==> src/rtl/reg_op_sequencer_pkg.sv <==
// Shared definitions for the register-operation sequencer: opcodes,
// FSM state encoding and the packed command word carried through the FIFO.
package reg_op_pkg;

   localparam logic [1:0] OP_HOLD = 2'b00;
   localparam logic [1:0] OP_CLR  = 2'b01;
   localparam logic [1:0] OP_CMP  = 2'b10;
   localparam logic [1:0] OP_LOAD = 2'b11;

   typedef enum logic [1:0] {
      ST_INIT  = 2'd0,
      ST_IDLE  = 2'd1,
      ST_ISSUE = 2'd2
   } state_e;

   typedef struct packed {
      logic [1:0] op;
      logic [3:0] data;
      logic [2:0] count;
   } cmd_t;

endpackage

==> src/rtl/reg_op_sequencer_cmd_fifo.sv <==
// Small synchronous command FIFO. Pointers carry one extra wrap bit so that
// full and empty can be told apart when the low bits match.
module cmd_fifo
   import reg_op_pkg::*;
#(
   parameter int DEPTH = 4
) (
   input  logic clk,
   input  logic rst_n,
   input  logic push,
   input  logic pop,
   input  cmd_t din,
   output cmd_t dout,
   output logic full,
   output logic empty
);

   localparam int AW = $clog2(DEPTH);

   logic [AW:0] wrPtr_q;
   logic [AW:0] rdPtr_q;
   cmd_t        mem_q [DEPTH];
   logic        doPush;
   logic        doPop;

   assign full   = (wrPtr_q[AW] != rdPtr_q[AW]) && (wrPtr_q[AW-1:0] == rdPtr_q[AW-1:0]);
   assign empty  = (wrPtr_q == rdPtr_q);
   assign doPush = push && !full;
   assign doPop  = pop && !empty;
   assign dout   = mem_q[rdPtr_q[AW-1:0]];

   // Advance the read/write pointers; a full FIFO refuses a push even when a pop coincides.
   always_ff @(posedge clk or negedge rst_n) begin
      if (!rst_n) begin
         wrPtr_q <= '0;
         rdPtr_q <= '0;
      end else begin
         if (doPush) wrPtr_q <= wrPtr_q + 1'b1;
         if (doPop)  rdPtr_q <= rdPtr_q + 1'b1;
      end
   end

   // Storage array; contents need no reset because the pointers gate every read.
   always_ff @(posedge clk) begin
      if (doPush) mem_q[wrPtr_q[AW-1:0]] <= din;
   end

endmodule

==> src/rtl/reg_op_sequencer.sv <==
// Command sequencer feeding the 4-bit multi-function register. Buffers
// commands, replays each for count+1 cycles and tracks the predicted
// register contents in a_pred.
module reg_op_sequencer
   import reg_op_pkg::*;
#(
   parameter int DEPTH = 4
) (
   input  logic       clk,
   input  logic       rst_n,
   input  logic       cmd_valid,
   output logic       cmd_ready,
   input  logic [1:0] cmd_op,
   input  logic [3:0] cmd_data,
   input  logic [2:0] cmd_count,
   output logic [1:0] sel,
   output logic [3:0] I,
   output logic       busy,
   output logic [3:0] a_pred
);

   state_e     state_q, state_d;
   logic [1:0] sel_q, sel_d;
   logic [3:0] data_q, data_d;
   logic [2:0] rem_q, rem_d;
   logic [3:0] pred_q;
   logic       fifoPop;
   logic       fifoFull;
   logic       fifoEmpty;
   cmd_t       fifoDin;
   cmd_t       fifoHead;

   assign fifoDin = '{op: cmd_op, data: cmd_data, count: cmd_count};

   cmd_fifo #(.DEPTH(DEPTH)) u_fifo (
      .clk   (clk),
      .rst_n (rst_n),
      .push  (cmd_valid),
      .pop   (fifoPop),
      .din   (fifoDin),
      .dout  (fifoHead),
      .full  (fifoFull),
      .empty (fifoEmpty)
   );

   assign cmd_ready = !fifoFull;
   assign busy      = (state_q != ST_IDLE) || !fifoEmpty;
   assign sel       = sel_q;
   assign I         = data_q;
   assign a_pred    = pred_q;

   // Next-state logic: INIT clears once, IDLE waits for work, ISSUE repeats then chains or retires.
   always_comb begin
      state_d = state_q;
      sel_d   = sel_q;
      data_d  = data_q;
      rem_d   = rem_q;
      fifoPop = 1'b0;
      unique case (state_q)
         ST_INIT: begin
            sel_d   = OP_HOLD;
            data_d  = '0;
            state_d = ST_IDLE;
         end
         ST_IDLE: begin
            sel_d  = OP_HOLD;
            data_d = '0;
            if (!fifoEmpty) begin
               fifoPop = 1'b1;
               sel_d   = fifoHead.op;
               data_d  = (fifoHead.op == OP_LOAD) ? fifoHead.data : 4'h0;
               rem_d   = fifoHead.count;
               state_d = ST_ISSUE;
            end
         end
         ST_ISSUE: begin
            if (rem_q != 3'd0) begin
               rem_d = rem_q - 3'd1;
            end else if (!fifoEmpty) begin
               fifoPop = 1'b1;
               sel_d   = fifoHead.op;
               data_d  = (fifoHead.op == OP_LOAD) ? fifoHead.data : 4'h0;
               rem_d   = fifoHead.count;
            end else begin
               sel_d   = OP_HOLD;
               data_d  = '0;
               state_d = ST_IDLE;
            end
         end
         default: begin
            state_d = ST_INIT;
            sel_d   = OP_CLR;
            data_d  = '0;
            rem_d   = '0;
         end
      endcase
   end

   // State, output and repeat-counter registers; reset forces a clear onto the register.
   always_ff @(posedge clk or negedge rst_n) begin
      if (!rst_n) begin
         state_q <= ST_INIT;
         sel_q   <= OP_CLR;
         data_q  <= '0;
         rem_q   <= '0;
      end else begin
         state_q <= state_d;
         sel_q   <= sel_d;
         data_q  <= data_d;
         rem_q   <= rem_d;
      end
   end

   // Mirror what the downstream register does with the sel/I currently presented.
   always_ff @(posedge clk or negedge rst_n) begin
      if (!rst_n) begin
         pred_q <= '0;
      end else begin
         unique case (sel_q)
            OP_HOLD: pred_q <= pred_q;
            OP_CLR:  pred_q <= '0;
            OP_CMP:  pred_q <= ~pred_q;
            OP_LOAD: pred_q <= data_q;
            default: pred_q <= pred_q;
         endcase
      end
   end

endmodule

==> config.mk <==
export PLATFORM = sky130hd
export DESIGN_NAME = reg_op_sequencer
export DESIGN_NICKNAME = d
export VERILOG_FILES = /design/src/rtl/reg_op_sequencer_pkg.sv /design/src/rtl/reg_op_sequencer_cmd_fifo.sv /design/src/rtl/reg_op_sequencer.sv
export SDC_FILE = /design/constraint.sdc
export NUM_CORES = 1
export LEC_CHECK = 0
export CORE_MARGIN = 5
export CORE_UTILIZATION = 61
export CTS_CLUSTER_SIZE = 40
export DETAILED_ROUTE_END_ITERATION = 6
export GPL_ROUTABILITY_DRIVEN = 0
export GPL_TIMING_DRIVEN = 1
export PLACE_DENSITY_LB_ADDON = 0.05
export SYNTH_ARGS = -nofsm -noshare
export SYNTH_HDL_FRONTEND = slang
export SYNTH_SLANG_ARGS = --single-unit
==> constraint.sdc <==
create_clock -name clk -period 2.75 [get_ports clk]
set_input_delay 0.4125 -clock clk [delete_from_list [all_inputs] [get_ports clk]]
set_output_delay 0.4125 -clock clk [all_outputs]
set_load 0.005 [all_outputs]
======== After elaboration in Yosys (flattened, before gate mapping) ========
Memory sizes are Yosys's and may differ from the RTL's.
Cells that the tools add are included.
storage, ports and cells
  register bits ........................... 21
  RAM bits ................................ 36
  output and inout bits ................... 12
  logic and storage cells ................. 55
  memories ................................ 1
memories
  memory        depth  bits a word  rd ports  clocked after Yosys merged registers in  wr ports  RTL line                         text
  u_fifo.mem_q  4      9            1         0                                        1         reg_op_sequencer_cmd_fifo.sv:22  cmd_t mem_q [DEPTH];
cells by class
  $add $sub $neg .......................... 3
  equality and inequality tests ........... 13
  multiplexer cells ....................... 20
  bitwise gates (word level) .............. 1
  reduce and logical (&&, ||, !) cells .... 10
operators by type and width
  kind                                                   count
  2-to-1 mux 4 bit                                       3
  one-hot mux 2 bit (3 select lines)                     2
  one-hot mux 4 bit (3 select lines)                     1
  2-to-1 mux 2 bit                                       5
  one-hot mux 3 bit (3 select lines)                     1
  equality test 2 bit, second input constant             4
  one-hot mux 4 bit (2 select lines)                     1
  adder 3 x 1 -> 3 bit, second input constant            2
  2-to-1 mux 3 bit                                       2
  inequality test 2 bit, second input constant           3
  equality test 2 x 1 -> 1 bit, second input constant    2
  logical NOT 2 bit                                      2
  2-to-1 mux 1 bit                                       4
  inverter 4 bit                                         1
  equality test 3 bit                                    1
  logical AND 1 bit                                      3
  AND reduction 3 bit                                    1
  nonzero test 3 bit                                     1
  subtractor 3 x 1 -> 3 bit, second input constant       1
  equality test 2 bit                                    1
  logical NOT 1 bit                                      2
  inequality test 2 x 1 -> 1 bit, second input constant  1
  one-hot mux 1 bit (2 select lines)                     1
  logical OR 1 bit                                       1
  inequality test 1 bit                                  1

======== Longest topological paths before layout ========
  word-level depth ........................ 6
  depth in mapped cells ................... 7

======== Cells and area by module ========
A second synthesis with hierarchy kept.
second synthesis, totals
  cells, all modules ...................... 188
  area, all modules ....................... 2745.1 um2
modules (own cells, without submodules)
  module            times used  cells an instance  area each (um2)  sequential area each (um2)
  cmd_fifo          1           98                 1778.0           1231.2
  reg_op_sequencer  1           90                 967.2            376.6

======== Least setup slack after synthesis ========
Ideal clock, no wire load.
  kind .................................... register to register
  from .................................... register state_q[0]
  to ...................................... register rem_q[1]
  library setup time ...................... 0.090 ns
  data arrival time ....................... 1.541 ns
  setup slack ............................. 1.119 ns
  stages on the path, launching flop included .. 8
  path buffers ............................ 1
  cells stage by stage .................... dfrtp_1 -> inv_1 -> ha_1 -> clkbuf_1 -> nand2b_1 -> a21oi_1 -> a21oi_1 -> o221ai_1
between the ends
  cells in the longest elaborated chain, start to end .. 2
  elaborated cells between the ends (all ways) .. 4
  those cells by class .................... 2 x eq/ne; 1 x mux; 1 x reduce/logical
ends and longest elaborated chain
  element                                      RTL line                 text
  start: declaration                           reg_op_sequencer.sv:22   state_e state_q, state_d;
  start signal: assignment                     reg_op_sequencer.sv:107  state_q <= state_d;
  equality test 2 bit (tied with other cells)  reg_op_sequencer.sv:59   unique case (state_q)
  one-hot mux 3 bit (3 select lines)           reg_op_sequencer.sv:59
  end signal: assignment                       reg_op_sequencer.sv:110  rem_q <= rem_d;
  end: declaration                             reg_op_sequencer.sv:25   logic [2:0] rem_q, rem_d;
Several ways; a longest one is shown, not always the timed one.
A chain may end at the register's enable or synchronous reset.

======== Worst setup path in the final report ========
  from .................................... register u_fifo.rdPtr_q[1]
  to ...................................... output busy
between the ends
  cells in the longest elaborated chain, start to end .. 3
ends and longest elaborated chain
  element                   RTL line                         text
  start: declaration        reg_op_sequencer_cmd_fifo.sv:21  logic [AW:0] rdPtr_q;
  start signal: assignment  reg_op_sequencer_cmd_fifo.sv:39  if (doPop) rdPtr_q <= rdPtr_q + 1'b1;
  equality test 3 bit       reg_op_sequencer_cmd_fifo.sv:27  assign empty = (wrPtr_q == rdPtr_q);
  logical NOT 1 bit         reg_op_sequencer.sv:47           assign busy = (state_q != ST_IDLE) || !fifoEmpty;
  logical OR 1 bit          reg_op_sequencer.sv:47
  end: declaration          reg_op_sequencer.sv:18           output logic busy,
No other way between the ends.

==> results.cfg <==
[layout]
diodes = 0
finish.net_count = 230
mostFrequentLayoutCell = sky130_fd_sc_hd__edfxtp_1
drive_above_1_share = 0.1476
fill_cells = 267
instances_no_fill = 260
layout_common_cells = 36 x sky130_fd_sc_hd__edfxtp_1, 23 x sky130_fd_sc_hd__clkdlybuf4s50_1, 20 x sky130_fd_sc_hd__dfrtp_1, 13 x sky130_fd_sc_hd__inv_1, 12 x sky130_fd_sc_hd__ha_1
syn_to_final_growth_pct = 17.93

[placed_design]
placed_cells_incl_taps = 245
detailedPlacementHpwl_um = 3148
port_buffers = 23

[setup_path]
critical_path_peak_fanout = 13
timing.critical_path.arrival_ps = 1900
timing.critical_path.to_type = output port
required_ps = 2340
cp-start-kind = flip-flop
crit_path_category = reg2out

[floorplanning]
placeableCoreArea_sq_mm = 0.004029
die_h_um = 74.80
die_w_um = 74.80
floorplan.die_area_sq_mm = 0.005594
start_util = 0.6357
io_pins = 24
placement_rows = 23

[clocking]
post_cts.repair.setup_buffers = 0
clock_path_buffers = 2
clkSlewWorstSetupHoldPaths_ps = 70
clock-sinks = 57
cts-htree-levels = 3
cts_tree = done
cts_inserted_buffers = 9
worstSkewPairLatency_ps = 330
clock_tree.root_cell = sky130_fd_sc_hd__clkbuf_8
ctsHoldBuffers = 0
ctsResizeCount = 0

[detailed_routing]
drt_first_pass_iters = 4
dr_total_vias = 1485
post_drt_wl_per_cell_um = 16.87
avgViaCountPerCell = 5.712
drc = 0
wirelength_um = 4387
antenna_violating_nets_post_route = 0
drtIter0Drc = 117

[timing]
clock.fmax_mhz = 431.7
report.final.setup_viol = 0
timing.clock.skew_ps = 11.38
drv_slew = 0
tightestPinTransition_ps = 555.8
report.final.hold_viol_count = 0
final_min_period_over_clock_period = 0.8423
grt_setup_unrepaired = false
totalNegativeSetupSlack_ps = 0
timing.slew.headroom = 0.6294
timing.final.crit_period_ps = 2316

[pwr]
pwr_density_cell_mw_per_mm2 = 1160
pwr-share-seq = 0.399
power_leakage_nw = 1.162
switching_share = 0.3522
clock_power_share = 0.202
combPwrFrac = 0.399
power.internal_mw = 2.270
switching_power_of_the_nets_mw = 1.234
totalPowerFinal_mw = 3.504
vdd_ir_drop_max_v = 0.0006814

[global_route]
global_route_wire_length_before_repair_um = 7327
via_count_of_the_first_global_routing_pass = 1562
grt_util_all_layers = 0.1824
grt_antenna_before_repair = 0
grt.overflow.total = 0
grt_max_degree = 22

[synthesis]
compound_gate_fraction_of_synth_area = 0.06742
synthesis.area_per_instance_sq_um = 14.72
synth.distinct_cells = 44
post_synth_fa_ha_maj_area_fraction = 0.05862
seq_area_frac_synth = 0.6277
netlist_area_sq_mm = 0.002561
dominant_combinational_cell_family_by_area_after_synthesis = multiplexers
ys_seq_elements = 57
synth.yosys.warnings = 0
synth_cells = 174
synth-xor-area-share = 0.04006
synth.net_count = 198
synth-async-reset-ratio = 0.3684
synth-simple-area-share = 0.07963
synthMuxAreaShare = 0.09673
synth_ff_type = sky130_fd_sc_hd__edfxtp_1
synth_enable_flop_cells = 36

[status]
run_status = finished, final reports clean

[job]
drv.max_cap_violation_count = 0

[hold_path]
holdCritPathClass = in2async
worst max-delay path, stage by stage, from the launching register on:
cell and delay [ps]:
sky130_fd_sc_hd__dfrtp_1 590, sky130_fd_sc_hd__xnor2_2 330, sky130_fd_sc_hd__nand4_1 180, sky130_fd_sc_hd__clkdlybuf4s50_1 480
metrics by stage:
step	hold slack (ps)	util	setup slack (ps)	cell area [sq um]
floorplan	116.9	-	1119	2561
global placement	495.7	0.7062	756.8	2845
detailed placement	506.2	0.7062	697.1	2845
CTS	424.3	0.7497	397.8	3020
global route	439.9	0.7497	319.0	3020
finish	425.4	0.7497	433.7	3020
synth_stat cells, drive strengths merged, types with 2 or more instances:
cell type | n | area [sq um]
mux2i | 3 | 30.03
xnor2 | 4 | 50.05
mux4 | 9 | 202.7
and2 | 4 | 27.53
clkbuf | 2 | 7.510
o21ai | 12 | 60.05
xor2 | 6 | 52.55
a21oi | 6 | 30.03
dfrtp | 20 | 500.5
nor2 | 3 | 11.26
ha | 12 | 150.1
nand4 | 2 | 12.51
inv | 14 | 52.55
edfxtp | 36 | 1081
nand3 | 6 | 35.03
buf | 2 | 16.26
a32oi | 2 | 17.52
nand2 | 11 | 41.29
sequential cells by signal, summed over array words and instances (netlist names):
register / cells
I: 4
u_fifo.mem_q: 36
a_pred: 4
u_fifo.rdPtr_q: 3
sel: 2
u_fifo.wrPtr_q: 3
rem_q: 3
state_q: 2
worst paths after layout:
path                              startpoint                  to  slack (ps)  cells past startpoint
hold / removal                         rst_n          state_q[0]         430                      2
min in group clk                        I[2]                I[2]         520                      2
max in group asynchronous              rst_n              sel[0]        2050                      2
hold reg to reg                         I[2]                I[2]         520                      2
setup reg to reg           u_fifo.rdPtr_q[1]  u_fifo.mem_q[1][3]         690                      3
setup / recovery           u_fifo.rdPtr_q[1]                busy         430                      3
kinds of logic after synthesis:
group / Yosys count
AOI/OAI and AO/OA: 28
muxes: 13
adders and majority gates: 12
buffers and inverters: 18
DFF: 57
and+or+nand+nor: 36
xor gates and xnor gates: 10
cell type report:
type	count	area, sq um	area share
clock inverters	5	47.55	0.01574
well taps	50	62.56	0.02071
clock buffers	10	127.6	0.04225
repair buffers	25	245.2	0.08119
flip-flops and latches	57	1608	0.5323
inverters	14	52.55	0.01740
multi-input cells	99	877.1	0.2904
routing by layer:
metal | wire length, um | part of all wire | track usage | up-vias
met5 | 0 | 0 | 0 | -
met4 | 72 | 0.016 | 0.08300 | 0
met3 | 231 | 0.053 | 0.04806 | 9
met2 | 2225 | 0.51 | 0.3034 | 41
met1 | 1858 | 0.42 | 0.2247 | 724
li1 | - | - | - | 711
power by group through the flow:
stage	clock network, mW	logic [mW]	registers, mW
4_1_cts	0.720	1.41	1.40
5_1_grt	0.759	1.55	1.43
3_3_place_gp	0	1.35	1.40
3_5_place_dp	0	1.40	1.42
6_report	0.707	1.40	1.40
2_1_floorplan	0	1.02	1.35
Note: power is estimated with default switching activity, not from simulation.
